**src/rtl/channel_merger_if.sv**
```systemverilog
// channel_merger_if: bundles the three per-channel valid/ready inputs and the
// serialized valid/ready output of the RGB channel merger.
//
//   R/G/B_data_in, R/G/B_valid_in : channel bytes from the producers
//   R/G/B_ready_out               : holding register can accept
//   data_out, valid_out           : serialized byte stream (R, G, B order)
//   ready_in                      : downstream accepts data_out
//   channel_out                   : 0=R, 1=G, 2=B
//   last_out                      : high with the B byte of each pixel
//
// Modports: slave = merger side, master = producer/consumer side.
interface channel_merger_if #(
  parameter int bitwidth = 8
);
  logic [bitwidth-1:0] R_data_in;
  logic                R_valid_in;
  logic                R_ready_out;
  logic [bitwidth-1:0] G_data_in;
  logic                G_valid_in;
  logic                G_ready_out;
  logic [bitwidth-1:0] B_data_in;
  logic                B_valid_in;
  logic                B_ready_out;
  logic [bitwidth-1:0] data_out;
  logic                valid_out;
  logic                ready_in;
  logic [1:0]          channel_out;
  logic                last_out;

  modport slave (
    input  R_data_in, R_valid_in, G_data_in, G_valid_in, B_data_in, B_valid_in,
    input  ready_in,
    output R_ready_out, G_ready_out, B_ready_out,
    output data_out, valid_out, channel_out, last_out
  );

  modport master (
    output R_data_in, R_valid_in, G_data_in, G_valid_in, B_data_in, B_valid_in,
    output ready_in,
    input  R_ready_out, G_ready_out, B_ready_out,
    input  data_out, valid_out, channel_out, last_out
  );
endinterface

```
**src/rtl/channel_merger.sv**
```systemverilog
// channel_merger: collects one byte per colour channel on three independent
// valid/ready inputs and, once all three are held, emits the pixel as a
// serial R, G, B byte stream on a single valid/ready output.
//
// Ports:
//   clock       : rising-edge clock
//   reset       : asynchronous, active-high reset
//   bus         : channel_merger_if.slave (channel inputs, serialized output)
//   pixel_count : 32-bit count of completed pixels (only with
//                 CHANNEL_MERGER_PIXEL_COUNT_EN defined)
//
// Optional feature macro: CHANNEL_MERGER_PIXEL_COUNT_EN
module channel_merger #(
  parameter int bitwidth = 8
) (
  input  logic              clock,
  input  logic              reset,
  channel_merger_if.slave   bus
`ifdef CHANNEL_MERGER_PIXEL_COUNT_EN
  ,
  output logic [31:0]       pixel_count
`endif
);

  typedef enum logic [1:0] {IDLE, EMIT_R, EMIT_G, EMIT_B} state_t;

  state_t state_q, state_d;

  logic                r_vld_p0, g_vld_p0, b_vld_p0;
  logic [bitwidth-1:0] r_hold_p0, g_hold_p0, b_hold_p0;
  logic [bitwidth-1:0] pr_p1, pg_p1, pb_p1;
  logic [bitwidth-1:0] pr_d, pg_d, pb_d;

  logic                all_full;
  logic                xfer;
  logic                load;

  logic [bitwidth-1:0] data_d;
  logic [1:0]          chan_d;
  logic                last_d;
  logic                vld_d;

  assign bus.R_ready_out = !r_vld_p0;
  assign bus.G_ready_out = !g_vld_p0;
  assign bus.B_ready_out = !b_vld_p0;

  assign all_full = r_vld_p0 && g_vld_p0 && b_vld_p0;
  assign xfer     = bus.valid_out && bus.ready_in;

  always_comb begin
    state_d = state_q;
    load    = 1'b0;
    case (state_q)
      IDLE: begin
        if (all_full) begin
          load    = 1'b1;
          state_d = EMIT_R;
        end
      end
      EMIT_R: if (xfer) state_d = EMIT_G;
      EMIT_G: if (xfer) state_d = EMIT_B;
      EMIT_B: begin
        if (xfer) begin
          // Back-to-back pixels: reload straight into EMIT_R with no bubble.
          if (all_full) begin
            load    = 1'b1;
            state_d = EMIT_R;
          end else begin
            state_d = IDLE;
          end
        end
      end
      default: state_d = IDLE;
    endcase
  end

  // Outputs are registered from the next state, so the byte being loaded
  // this edge must be visible to the output mux before it lands in pr/pg/pb.
  assign pr_d = load ? r_hold_p0 : pr_p1;
  assign pg_d = load ? g_hold_p0 : pg_p1;
  assign pb_d = load ? b_hold_p0 : pb_p1;

  always_comb begin
    vld_d  = 1'b0;
    data_d = '0;
    chan_d = 2'd0;
    last_d = 1'b0;
    case (state_d)
      EMIT_R: begin
        vld_d  = 1'b1;
        data_d = pr_d;
        chan_d = 2'd0;
      end
      EMIT_G: begin
        vld_d  = 1'b1;
        data_d = pg_d;
        chan_d = 2'd1;
      end
      EMIT_B: begin
        vld_d  = 1'b1;
        data_d = pb_d;
        chan_d = 2'd2;
        last_d = 1'b1;
      end
      default: ;
    endcase
  end

  // ---- stage p0: per-channel holding registers ----
  always_ff @(posedge clock or posedge reset) begin
    if (reset) begin
      r_vld_p0 <= 1'b0;
      g_vld_p0 <= 1'b0;
      b_vld_p0 <= 1'b0;
    end else begin
      // A full flag can only be cleared by a load while ready is low, so a
      // capture and a load never hit the same channel on one edge.
      if (load)                               r_vld_p0 <= 1'b0;
      else if (bus.R_valid_in && !r_vld_p0)   r_vld_p0 <= 1'b1;
      if (load)                               g_vld_p0 <= 1'b0;
      else if (bus.G_valid_in && !g_vld_p0)   g_vld_p0 <= 1'b1;
      if (load)                               b_vld_p0 <= 1'b0;
      else if (bus.B_valid_in && !b_vld_p0)   b_vld_p0 <= 1'b1;
    end
  end

  always_ff @(posedge clock) begin
    if (bus.R_valid_in && !r_vld_p0) r_hold_p0 <= bus.R_data_in;
    if (bus.G_valid_in && !g_vld_p0) g_hold_p0 <= bus.G_data_in;
    if (bus.B_valid_in && !b_vld_p0) b_hold_p0 <= bus.B_data_in;
  end

  // ---- stage p1: pixel register ----
  always_ff @(posedge clock) begin
    pr_p1 <= pr_d;
    pg_p1 <= pg_d;
    pb_p1 <= pb_d;
  end

  always_ff @(posedge clock or posedge reset) begin
    if (reset) state_q <= IDLE;
    else       state_q <= state_d;
  end

  // ---- stage p2: serialized output registers ----
  always_ff @(posedge clock or posedge reset) begin
    if (reset) begin
      bus.valid_out   <= 1'b0;
      bus.data_out    <= '0;
      bus.channel_out <= 2'd0;
      bus.last_out    <= 1'b0;
    end else begin
      bus.valid_out   <= vld_d;
      bus.data_out    <= data_d;
      bus.channel_out <= chan_d;
      bus.last_out    <= last_d;
    end
  end

`ifdef CHANNEL_MERGER_PIXEL_COUNT_EN
  always_ff @(posedge clock or posedge reset) begin
    if (reset)                          pixel_count <= '0;
    else if (xfer && state_q == EMIT_B) pixel_count <= pixel_count + 32'd1;
  end
`endif

endmodule

```
**src/flat_wrapper.sv**
```systemverilog
// flat-port wrapper written by rule: the top's interface ports become plain ports
module channel_merger_flat 
#(
  parameter int bitwidth = 8
)
  (clock, reset, bus_R_data_in, bus_R_valid_in, bus_G_data_in, bus_G_valid_in, bus_B_data_in, bus_B_valid_in, bus_ready_in, bus_R_ready_out, bus_G_ready_out, bus_B_ready_out, bus_data_out, bus_valid_out, bus_channel_out, bus_last_out);
  channel_merger_if #(.bitwidth(bitwidth)) bus_i ();
  input  logic clock;
  input  logic reset;
  input wire logic [$bits(bus_i.R_data_in)-1:0] bus_R_data_in;
  input wire logic [$bits(bus_i.R_valid_in)-1:0] bus_R_valid_in;
  input wire logic [$bits(bus_i.G_data_in)-1:0] bus_G_data_in;
  input wire logic [$bits(bus_i.G_valid_in)-1:0] bus_G_valid_in;
  input wire logic [$bits(bus_i.B_data_in)-1:0] bus_B_data_in;
  input wire logic [$bits(bus_i.B_valid_in)-1:0] bus_B_valid_in;
  input wire logic [$bits(bus_i.ready_in)-1:0] bus_ready_in;
  output wire logic [$bits(bus_i.R_ready_out)-1:0] bus_R_ready_out;
  output wire logic [$bits(bus_i.G_ready_out)-1:0] bus_G_ready_out;
  output wire logic [$bits(bus_i.B_ready_out)-1:0] bus_B_ready_out;
  output wire logic [$bits(bus_i.data_out)-1:0] bus_data_out;
  output wire logic [$bits(bus_i.valid_out)-1:0] bus_valid_out;
  output wire logic [$bits(bus_i.channel_out)-1:0] bus_channel_out;
  output wire logic [$bits(bus_i.last_out)-1:0] bus_last_out;
  assign bus_i.R_data_in = bus_R_data_in;
  assign bus_i.R_valid_in = bus_R_valid_in;
  assign bus_i.G_data_in = bus_G_data_in;
  assign bus_i.G_valid_in = bus_G_valid_in;
  assign bus_i.B_data_in = bus_B_data_in;
  assign bus_i.B_valid_in = bus_B_valid_in;
  assign bus_i.ready_in = bus_ready_in;
  assign bus_R_ready_out = bus_i.R_ready_out;
  assign bus_G_ready_out = bus_i.G_ready_out;
  assign bus_B_ready_out = bus_i.B_ready_out;
  assign bus_data_out = bus_i.data_out;
  assign bus_valid_out = bus_i.valid_out;
  assign bus_channel_out = bus_i.channel_out;
  assign bus_last_out = bus_i.last_out;
  channel_merger #(.bitwidth(bitwidth)) u_core (.clock(clock), .reset(reset), .bus(bus_i));
endmodule
```
**config.mk**
```make
export PLATFORM = sky130hd
export DESIGN_NAME = channel_merger_flat
export DESIGN_NICKNAME = d
export VERILOG_FILES = /design/src/rtl/channel_merger_if.sv /design/src/rtl/channel_merger.sv /design/src/flat_wrapper.sv
export SDC_FILE = /design/constraint.sdc
export NUM_CORES = 1
export LEC_CHECK = 0
export ABC_AREA = 0
export CAP_MARGIN = 25
export CORE_ASPECT_RATIO = 1.25
export CORE_UTILIZATION = 50
export DETAILED_ROUTE_END_ITERATION = 10
export DONT_BUFFER_PORTS = 1
export SLEW_MARGIN = 10
export SYNTH_ARGS = -nofsm -noshare
export SYNTH_HDL_FRONTEND = slang
export SYNTH_SLANG_ARGS = --single-unit
```
**constraint.sdc**
```tcl
create_clock -name clock -period 5.2 [get_ports clock]
set_clock_uncertainty 0.15 [all_clocks]
set_input_delay 1.04 -clock clock [delete_from_list [all_inputs] [get_ports clock]]
set_output_delay 1.04 -clock clock [all_outputs]
set_load 0.02 [all_outputs]
```
======== After elaboration in Yosys (flattened, before gate mapping) ========
Index checks and enable logic that the tools add are counted.
storage, ports and cells
  memory bits (writable) .................. 0
  bits in latches ......................... 0
  logic and storage cells ................. 56
  bits in registers ....................... 65
  memories ................................ 0
  bits in read-only memories .............. 0
cells by class
  bitwise gates (word level) .............. 0
  multiplexer cells ....................... 22
  shifts and indexed selects .............. 0
  equal/unequal tests ..................... 6
  divide/modulo/power cells ............... 0
  reductions and logical operators ........ 14
  magnitude comparators ................... 0
  add/subtract/negate cells ............... 0
  multipliers ............................. 0
operator list
  kind                                                 number
  two-way mux 8 bit                                    3
  one-hot mux 8 bit (3 select lines)                   1
  two-way mux 1 bit                                    11
  equality test 2 bit, second input constant           4
  two-way mux 2 bit                                    4
  one-hot mux 2 bit (4 select lines)                   1
  logical AND 1 bit                                    6
  nonzero test 2 bit                                   3
  equality test 2 x 1 -> 1 bit, second input constant  2
  one-hot mux 2 bit (2 select lines)                   1
  zero test 1 bit                                      3
  OR reduction 3 bit                                   1
  zero test 2 bit                                      1
  one-hot mux 1 bit (2 select lines)                   1

======== Logic depth before layout (Yosys ltp) ========
Gate-level depths: netlist (run 1).
  depth after elaboration ................. 8
  gate-level depth with buffers ........... 8

======== Worst setup path before layout (run 1) ========
Ideal clock, no wire load.
  kind .................................... input -> register
  start ................................... in bus_ready_in
  end ..................................... reg u_core.bus.data_out[4]
  path buffers ............................ 1
  arrival ................................. 2.233 ns
  path slack .............................. 2.689 ns
  stages on the path ...................... 6
  cells stage by stage .................... a31oi_1 nor3_4 buf_6 mux2_4 mux2i_1 mux2i_1
on the way
  word-level cells in the longest chain between the ends .. 5
  elaborated cells between the ends (all ways) .. 14
  classes of those cells .................. eq/ne (3); mux (10); reduce/logical (1)
RTL lines
  element                             RTL line                 RTL
  from (decl)                         flat_wrapper.sv:16       input wire logic [$bits(bus_i.ready_in)-1:0] bus_ready_in;
  logical AND 1 bit                   channel_merger.sv:48     assign xfer = bus.valid_out && bus.ready_in;
  two-way mux 1 bit                   channel_merger.sv:63     if (xfer) begin
  one-hot mux 1 bit (2 select lines)  channel_merger.sv:53     case (state_q)
  two-way mux 8 bit                   channel_merger.sv:81     assign pb_d = load ? b_hold_p0 : pb_p1;
  net u_core.pb_d[4]                  channel_merger.sv:32     logic [bitwidth-1:0] pr_d, pg_d, pb_d;
  one-hot mux 8 bit (3 select lines)  channel_merger.sv:88     case (state_d)
  net u_core.data_d[4]                channel_merger.sv:38     logic [bitwidth-1:0] data_d;
  to (signal assigned)                channel_merger.sv:154    bus.data_out <= data_d;
  to (decl)                           channel_merger_if.sv:34  output data_out, valid_out, channel_out, last_out
The timed path passes the listed nets, and every way through them passes these cells.
A chain may end at the register's enable or synchronous reset.

======== Final worst setup path (run 1) ========
  start ................................... in bus_ready_in
  end ..................................... reg u_core.bus.data_out[0]
on the way
  word-level cells in the longest chain between the ends .. 5
  elaborated cells between the ends (all ways) .. 14
  classes of those cells .................. eq/ne (3); mux (10); reduce/logical (1)
RTL lines
  element                                                                                   RTL line
  logical AND 1 bit (*)                                                                     channel_merger.sv:48
  two-way mux 2 bit (tied with other cells)                                                 channel_merger.sv:63
  one-hot mux 2 bit (4 select lines) or one-hot mux 1 bit (2 select lines) (tied branches)  channel_merger.sv:53
  equality test 2 bit (tied with other cells)                                               channel_merger.sv:88
  one-hot mux 8 bit (3 select lines) (*)                                                    channel_merger.sv:88
  net u_core.data_d[0]                                                                      channel_merger.sv:38
Mark *: on every way through the listed nets, which the timed path passes. The rest lies on a longest branch.

==> summary.md, run 1 <==
| Metric | Value |
|---|---|
| Final-report setup violation count | `0` |
| Relative area change from synthesis to final layout | `9.28%` |
| Post-Place Cell Area | `between 0.002 and 0.003 mm^2` |
| Number of iterations in the first detailed-routing pass | `4` |
| Maximum VDD drop | `approximately 0.00026 V` |
| Status | `finished clean` |
| Total clock buffers created by CTS | `9` |
| Number of different library cells in the post-synthesis netlist | `27` |
| Count of port buffers added during placement | `0` |
| Clock tree root buffer cell | `sky130_fd_sc_hd__clkbuf_8` |
| R2r worst-path depth | `7` |
| Final cycle utilization of the critical path | `a little under half` |
| Antenna-violating nets left | `0` |
| Cell count after synthesis | `~160` |
| Worst endpoint required time | `between 5 and 6 ns` |
| Clock sinks | `65` |
| Effective utilization at floorplan | `between 50 and 60%` |
| WL per Instance | `between 15 and 20 um` |
| Commonest cells after routing, fill and taps aside | `24 x sky130_fd_sc_hd__edfxtp_1, 24 x sky130_fd_sc_hd__dfxtp_1, 17 x sky130_fd_sc_hd__mux2_4, 17 x sky130_fd_sc_hd__dfrtp_1, 16 x sky130_fd_sc_hd__mux2i_1` |
| Cells after DPL | `214` |
| Hold violation total from the final report | `0` |
| Sequential-to-total area share from yosys stat | `65.9%` |
| Final routed wirelength across all metal layers | `between 3000 and 4000 um` |
| Detailed Route Iter0 Violations | `44` |
| Max-slew violations | `0` |
| Tightest slew margin relative to the limit | `44.4%` |
| Vias in the first global route | `1,239` |
| Clk Latency, worst-skew pair | `around 0.34 ns` |
| Count of warnings emitted by yosys | `0` |
| Global route total overflow | `0` |
| Setup Fix Bufs, Post-CTS | `0` |
| Antenna violations before repair | `0` |
| Clock Pin Slew Worst Setup and Hold Paths | `0.06 ns` |
| Global Route met1 Usage | `19.3%` |
| Floorplan die width | `roughly 65 um` |
| Total negative slack for setup checks | `0 ns` |
| CTS Buffer Depth | `2` |
| Setup crit end kind | `flip-flop` |
| Core area | `around 0.0047 mm^2` |
| Worst Setup Start Kind | `input port` |
| Pre-CTS WS | `around 2.4 ns` |
| Post-cts hold buffer count | `0` |
| Antenna diodes | `0` |
| Max-cap violations | `0` |
| Maximum number of pins on one net before global-route repair | `28` |
| Synthesized flop and latch total | `between 60 and 70` |
| Post-Syn Nets | `roughly 190` |
| Final standard cell area without fillers | `between 0.002 and 0.003 mm^2` |
| Worst hold path type | `reg2reg` |
| Die H | `approximately 81 um` |
| HPWL after detailed placement | `about 2500 um` |
| Resized Gates After CTS | `0` |
| Total via count in the routed design | `roughly 1,200` |
| Post-route DRC violation count | `0` |
| Met2 global-route usage | `24.2%` |
| Count of non-filler cells in the finished layout | `230` |
| Min Tclk post-route | `approximately 2.4 ns` |
| Wire length of the first global-routing pass | `slightly below 6000 um` |
| Worst path setup slack after routing | `~2.8 ns` |
| Type of the worst setup path | `in2reg` |
| Layout cell share with drive strength beyond 1 | `roughly a quarter` |
| Worst-margin pin slew | `around 0.83 ns` |
| Leakage power of the design | `between 0.001 and 0.0015 uW` |
| Arrival time of data at the critical path endpoint | `2.41 ns` |
| CTS tree | `done` |
| Total global routing track utilization | `about 16%` |
| Total power per unit cell area | `700 mW/mm^2` |
| Busiest layer in global routing | `met2` |
| Min-Delay Path Depth | `1` |
| Maximum fanout along the worst path | `19` |
| Vias per std cell | `5.01` |
| Die footprint | `approximately 0.0052 mm^2` |
| Routability congestion estimate from global placement | `about 0.73` |
| Area of the mapped netlist | `between 0.002 and 0.0025 mm^2` |
| Per-instance average area after synthesis | `around 16 um^2` |
| Post-layout nets | `200` |
| Maximum clock rate | `between 0.4 and 0.5 GHz` |
| Number of placement rows | `28` |
| GR met3 Demand/Resource | `under 10%` |
| Unrepaired setup endpoints after global routing | `false` |
| Number of ports placed on the die boundary | `45` |
| Maximum level of the CTS H-tree | `3` |
==> final timing paths <==
check | slack (ns) | end | startpoint
min in group asynchronous | 0.54 | u_core.g_vld_p0 | reset
min | 0.32 | u_core.pr_p1[4] | u_core.pr_p1[4]
max in group asynchronous | 3.92 | u_core.bus.data_out[5] | reset
max | 2.82 | u_core.bus.data_out[0] | bus_ready_in
max reg2reg | 2.84 | u_core.bus.data_out[3] | u_core.state_q[0]
min reg2reg | 0.32 | u_core.pr_p1[4] | u_core.pr_p1[4]
==> routing by layer <==
| metal | up-vias | share of wire (%) |
|---|---|---|
| li1 | 563 | - |
| met1 | 551 | 47 |
| met2 | 31 | 47 |
| met3 | 7 | 4.2 |
| met4 | 0 | 2.2 |
| met5 | - | 0 |
==> cell type report <==
cell class	count	area, um^2
Fill cell	400	2030
Sequential cell	65	1630
Multi-Input combinational cell	81	771
Clock buffer	12	145
Tap cell	60	75.1
Clock inverter	4	45.0
Inverter	7	26.3
Timing Repair Buffer	1	7.51
==> critical path, stage by stage <==
cell	delay, ns
sky130_fd_sc_hd__nand2_1	0.08
sky130_fd_sc_hd__a21oi_1	0.18
sky130_fd_sc_hd__o311a_1	0.70
sky130_fd_sc_hd__mux2i_1	0.30
sky130_fd_sc_hd__mux2i_1	0.11
==> report_power, final <==
part,leakage [uW],total (uW),switching (uW),internal [uW]
combinational,0.000414,655,319,336
sequential,0.000635,828,110,718
clock,0.000100,404,172,232
total,0.00115,1890,601,1290
==> registers in the layout (all words and copies together) (netlist names) <==
name	flops
u_core.state_q	2
u_core.b_vld_p0	1
u_core.bus.last_out	1
u_core.pg_p1	8
u_core.bus.channel_out	2
u_core.g_hold_p0	8
u_core.r_hold_p0	8
u_core.b_hold_p0	8
u_core.r_vld_p0	1
u_core.bus.valid_out	1
u_core.bus.data_out	8
u_core.pb_p1	8
u_core.g_vld_p0	1
u_core.pr_p1	8
==> logic make-up after synthesis <==
| logic type | count (synthesis) | share of synthesized area, % |
|---|---|---|
| and+or+nand+nor | 28 | 6.44 |
| adders and majority gates | 5 | 2.54 |
| DFF | 65 | 65.9 |
| AOI/OAI and AO/OA | 8 | 2.23 |
| buffers and inverters | 12 | 2.84 |
| muxes | 40 | 20.0 |
==> through the flow <==
step / utilization, % / hold WS, ns / total power [uW]
final: 57.0 / 0.323 / 1890
after global routing: 57.0 / 0.334 / 2000
after CTS: 57.0 / 0.323 / 1910
after detailed placement: 53.0 / 0.308 / 1500
after global placement: 53.0 / 0.308 / 1470
after floorplan: - / 0.296 / 1400
==> Yosys cell counts <==
cell	count	share of area, %
sky130_fd_sc_hd__a211oi_1	2	0.61
sky130_fd_sc_hd__a21oi_1	2	0.41
sky130_fd_sc_hd__a21oi_2	1	0.36
sky130_fd_sc_hd__a31oi_1	1	0.25
sky130_fd_sc_hd__and2_1	2	0.51
sky130_fd_sc_hd__buf_2	2	0.41
sky130_fd_sc_hd__buf_4	1	0.30
sky130_fd_sc_hd__buf_6	1	0.46
sky130_fd_sc_hd__buf_8	1	0.61
sky130_fd_sc_hd__dfrtp_1	17	17
sky130_fd_sc_hd__dfxtp_1	24	19
sky130_fd_sc_hd__edfxtp_1	24	29
sky130_fd_sc_hd__ha_1	5	2.5
sky130_fd_sc_hd__inv_1	6	0.91
sky130_fd_sc_hd__inv_2	1	0.15
sky130_fd_sc_hd__mux2_2	7	3.2
sky130_fd_sc_hd__mux2_4	17	10
sky130_fd_sc_hd__mux2i_1	16	6.5
sky130_fd_sc_hd__nand2_1	1	0.15
sky130_fd_sc_hd__nand2b_1	10	2.5
sky130_fd_sc_hd__nand3_1	2	0.41
sky130_fd_sc_hd__nor2_1	8	1.2
sky130_fd_sc_hd__nor2b_1	3	0.76
sky130_fd_sc_hd__nor3_1	1	0.20
sky130_fd_sc_hd__nor3_4	1	0.66
sky130_fd_sc_hd__o21ai_0	1	0.20
sky130_fd_sc_hd__o311a_1	1	0.41
Power figures use the tool's default switching activity.
==> run 2, diff against run 1 <==
--- a/config.mk
+++ b/config.mk
@@ -11,6 +11,7 @@
 export CORE_UTILIZATION = 50
 export DETAILED_ROUTE_END_ITERATION = 10
 export DONT_BUFFER_PORTS = 1
+export PLACE_DENSITY = 0.68
 export SLEW_MARGIN = 10
 export SYNTH_ARGS = -nofsm -noshare
 export SYNTH_HDL_FRONTEND = slang
==> constraint.sdc (replaced) <==
create_clock -name clock -period 2 [get_ports clock]
set_clock_uncertainty 0.15 [all_clocks]
set_input_delay 0.4 -clock clock [delete_from_list [all_inputs] [get_ports clock]]
set_output_delay 0.4 -clock clock [all_outputs]
set_load 0.02 [all_outputs]
==> run 2 against run 1 <==
The flow now finishes with violations (negative setup slack). Total power rose to 3.2 times the previous value. Routed wire length up 35%. Cell count up 20%. Core utilization up 13 points. Via count up 24%. Critical path type is now reg2reg. Sequential cell count unchanged.
==> summary.md, run 2 (synthesis gave the netlist of run 1 again) <==
| Metric | Value |
|---|---|
| Max-slew violations | `0` |
| Maximum level of the CTS H-tree | `3` |
| Antenna-violating nets left | `0` |
| Antenna violations before repair | `0` |
| Delay of the slowest cell on the worst path | `approximately 0.43 ns` |
| Min-Delay Path Depth | `0` |
| Max-cap violations | `0` |
| Min Tclk post-route | `2.09 ns` |
| Number of placement rows | `28` |
| Tightest slew margin relative to the limit | `approximately 53%` |
| Final cycle utilization of the critical path | `105%` |
| Worst Setup Start Kind | `flip-flop` |
| Endpoint of the lowest-slack register-to-register path | `u_core.bus.data_out[0]` |
| Hold violation total from the final report | `0` |
| Number of ports placed on the die boundary | `45` |
| Worst-margin pin slew | `between 0.7 and 0.8 ns` |
| Type of the worst setup path | `reg2reg` |
| Maximum clock rate | `0.478 GHz` |
| Violations in the final reports | `negative setup slack` |
| Register Area | `about 0.0016 mm^2` |
| Total global routing track utilization | `between 20% and 30%` |
| Launch instance of the worst register-to-register path | `u_core.state_q[0]` |
| Die H | `80.5 um` |
| Effective utilization at floorplan | `between 50% and 60%` |
| Status | `finished with violations` |
| Unrepaired setup endpoints after global routing | `true` |
| Min-Delay Startpoint | `bus_G_data_in[5]` |
| WL per Instance | `between 15 and 20 um` |
| Clock Pin Slew Worst Setup and Hold Paths | `0.08 ns` |
| Maximum VDD drop | `around 0.0012 V` |
| Worst path setup slack after routing | `-0.0928 ns` |
| Worst endpoint required time | `2.07 ns` |
| Worst hold path type | `in2reg` |
| Vias in the first global route | `approximately 1,500` |
| Maximum number of pins on one net before global-route repair | `20` |
| Pre-CTS WS | `-0.204 ns` |
| Clock sinks | `65` |
| Commonest cells after routing, fill and taps aside | `24 x sky130_fd_sc_hd__edfxtp_1, 24 x sky130_fd_sc_hd__dfxtp_1, 21 x sky130_fd_sc_hd__dlygate4sd3_1` |
| Routability congestion estimate from global placement | `between 0.8 and 0.9` |
| Cell with the largest stage delay on the worst path | `sky130_fd_sc_hd__dfrtp_1` |
| Number of filler instances in the final layout | `just over 300` |
| Vias per std cell | `a little over 5` |
| Total via count in the routed design | `about 1,400` |
| R2r worst-path depth | `8` |
| Combined area of the multi-input logic cells | `between 800 and 900 um^2` |
| HPWL after detailed placement | `about 3000 um` |
| Total clock buffers created by CTS | `9` |
| Relative area change from synthesis to final layout | `34.9%` |
| Final-report setup violation count | `8` |
| Arrival time of data at the critical path endpoint | `2.16 ns` |
| Leakage power of the design | `0.00142 uW` |
| Floorplan die width | `64.8 um` |
| Layout cell share with drive strength beyond 1 | `~37%` |
| CP dominant cell by count | `sky130_fd_sc_hd__mux2i_1` |
| Antenna diodes | `0` |
| Count of port buffers added during placement | `0` |
| Maximum fanout along the worst path | `5` |
| Total power per unit cell area | `1820 mW/mm^2` |
| Number of iterations in the first detailed-routing pass | `4` |
| Global route total overflow | `0` |
| Post-layout nets | `between 200 and 250` |
| Cells along the critical path | `ha_4 > a31oi_4 > nor3_4 > buf_6 > buf_12 > mux2_4 > mux2i_1 > mux2i_1` |
| Minimum setup slack among reg-to-reg paths | `-0.09 ns` |
| Detailed Route Iter0 Violations | `26` |
| Clk Latency, worst-skew pair | `~0.33 ns` |
| Core area | `0.00473 mm^2` |
| Final routed wirelength across all metal layers | `approximately 5000 um` |
| Hold Worst Slack | `approximately 0.016 ns` |
| Setup crit end kind | `flip-flop` |
| CTS tree | `done` |
| CTS Buffer Depth | `2` |
| Die footprint | `0.00522 mm^2` |
| Post-route DRC violation count | `0` |
| Wire length of the first global-routing pass | `between 7000 and 8000 um` |
| Endpoint, Worst Hold | `u_core.g_hold_p0[5]` |
| Clock tree root buffer cell | `sky130_fd_sc_hd__clkbuf_8` |
run 2: critical path: cells and delay by family (launching register included):
family          cells  cell delay (ns)
compound gates      1             0.09
fa+ha+maj           1             0.20
buf+inv             2             0.30
flops               1             0.43
mux                 3             0.57
simple gates        1             0.23
run 2: where the power goes:
group | leakage (uW) | switching [uW] | internal (uW)
Combinational | 0.000679 | 1150 | 1570
Clock | 0.000106 | 474 | 695
Sequential | 0.000633 | 303 | 1870
run 2: layer usage:
metal  up-vias  routed length (um)  global-route usage, %
met3        17                 242                   6.53
met1       695                1800                   21.0
met5         -                   0                      0
met4         0                 282                   16.4
li1        663                   -                      -
met2        48                2690                   37.8
run 2: metrics by stage:
stage | cell area (um^2) | total power [uW] | utilization (%) | cells | TNS [ns]
5_1_grt | 3330 | 6360 | 70.4 | 277 | -0.969
4_1_cts | 3180 | 5980 | 67.2 | 263 | -0.355
3_3_place_gp | 2640 | 4040 | 55.8 | 223 | -0.0620
2_1_floorplan | 2510 | 3700 | - | 158 | -0.454
3_5_place_dp | 2640 | 4170 | 55.8 | 223 | -1.91
6_report | 3330 | 6060 | 70.4 | 277 | -0.425
run 2: cell type report:
| cell class | count | area share [%] |
|---|---|---|
| Inverter | 7 | 0.789 |
| Multi-Input combinational cell | 82 | 26.1 |
| Clock inverter | 6 | 2.48 |
| Tap cell | 60 | 2.25 |
| Clock buffer | 10 | 3.83 |
| Sequential cell | 65 | 48.9 |
| Timing Repair Buffer | 47 | 15.7 |
run 2: worst max-delay path by stage:
| stage | from | to | slack [ns] | cells past startpoint |
|---|---|---|---|---|
| detailed placement | u_core.state_q[1] | u_core.bus.data_out[1] | -0.20 | 6 |
| floorplan | u_core.state_q[0] | u_core.bus.data_out[4] | -0.06 | 8 |
| global route | u_core.state_q[1] | u_core.bus.data_out[1] | -0.17 | 9 |
| finish | u_core.state_q[0] | u_core.bus.data_out[0] | -0.09 | 8 |
| CTS | u_core.state_q[1] | u_core.bus.data_out[3] | -0.09 | 8 |
| global placement | u_core.state_q[1] | u_core.bus.data_out[1] | -0.04 | 8 |
run 2: what timing repair did:
item,in CTS,in global routing
resized for setup,16,3
hold buffers,10,11
buffers inserted,10,3
pin swaps,3,1
endpoints found under the hold margin,26,11
cloned,4,0
setup endpoints to repair,13,11
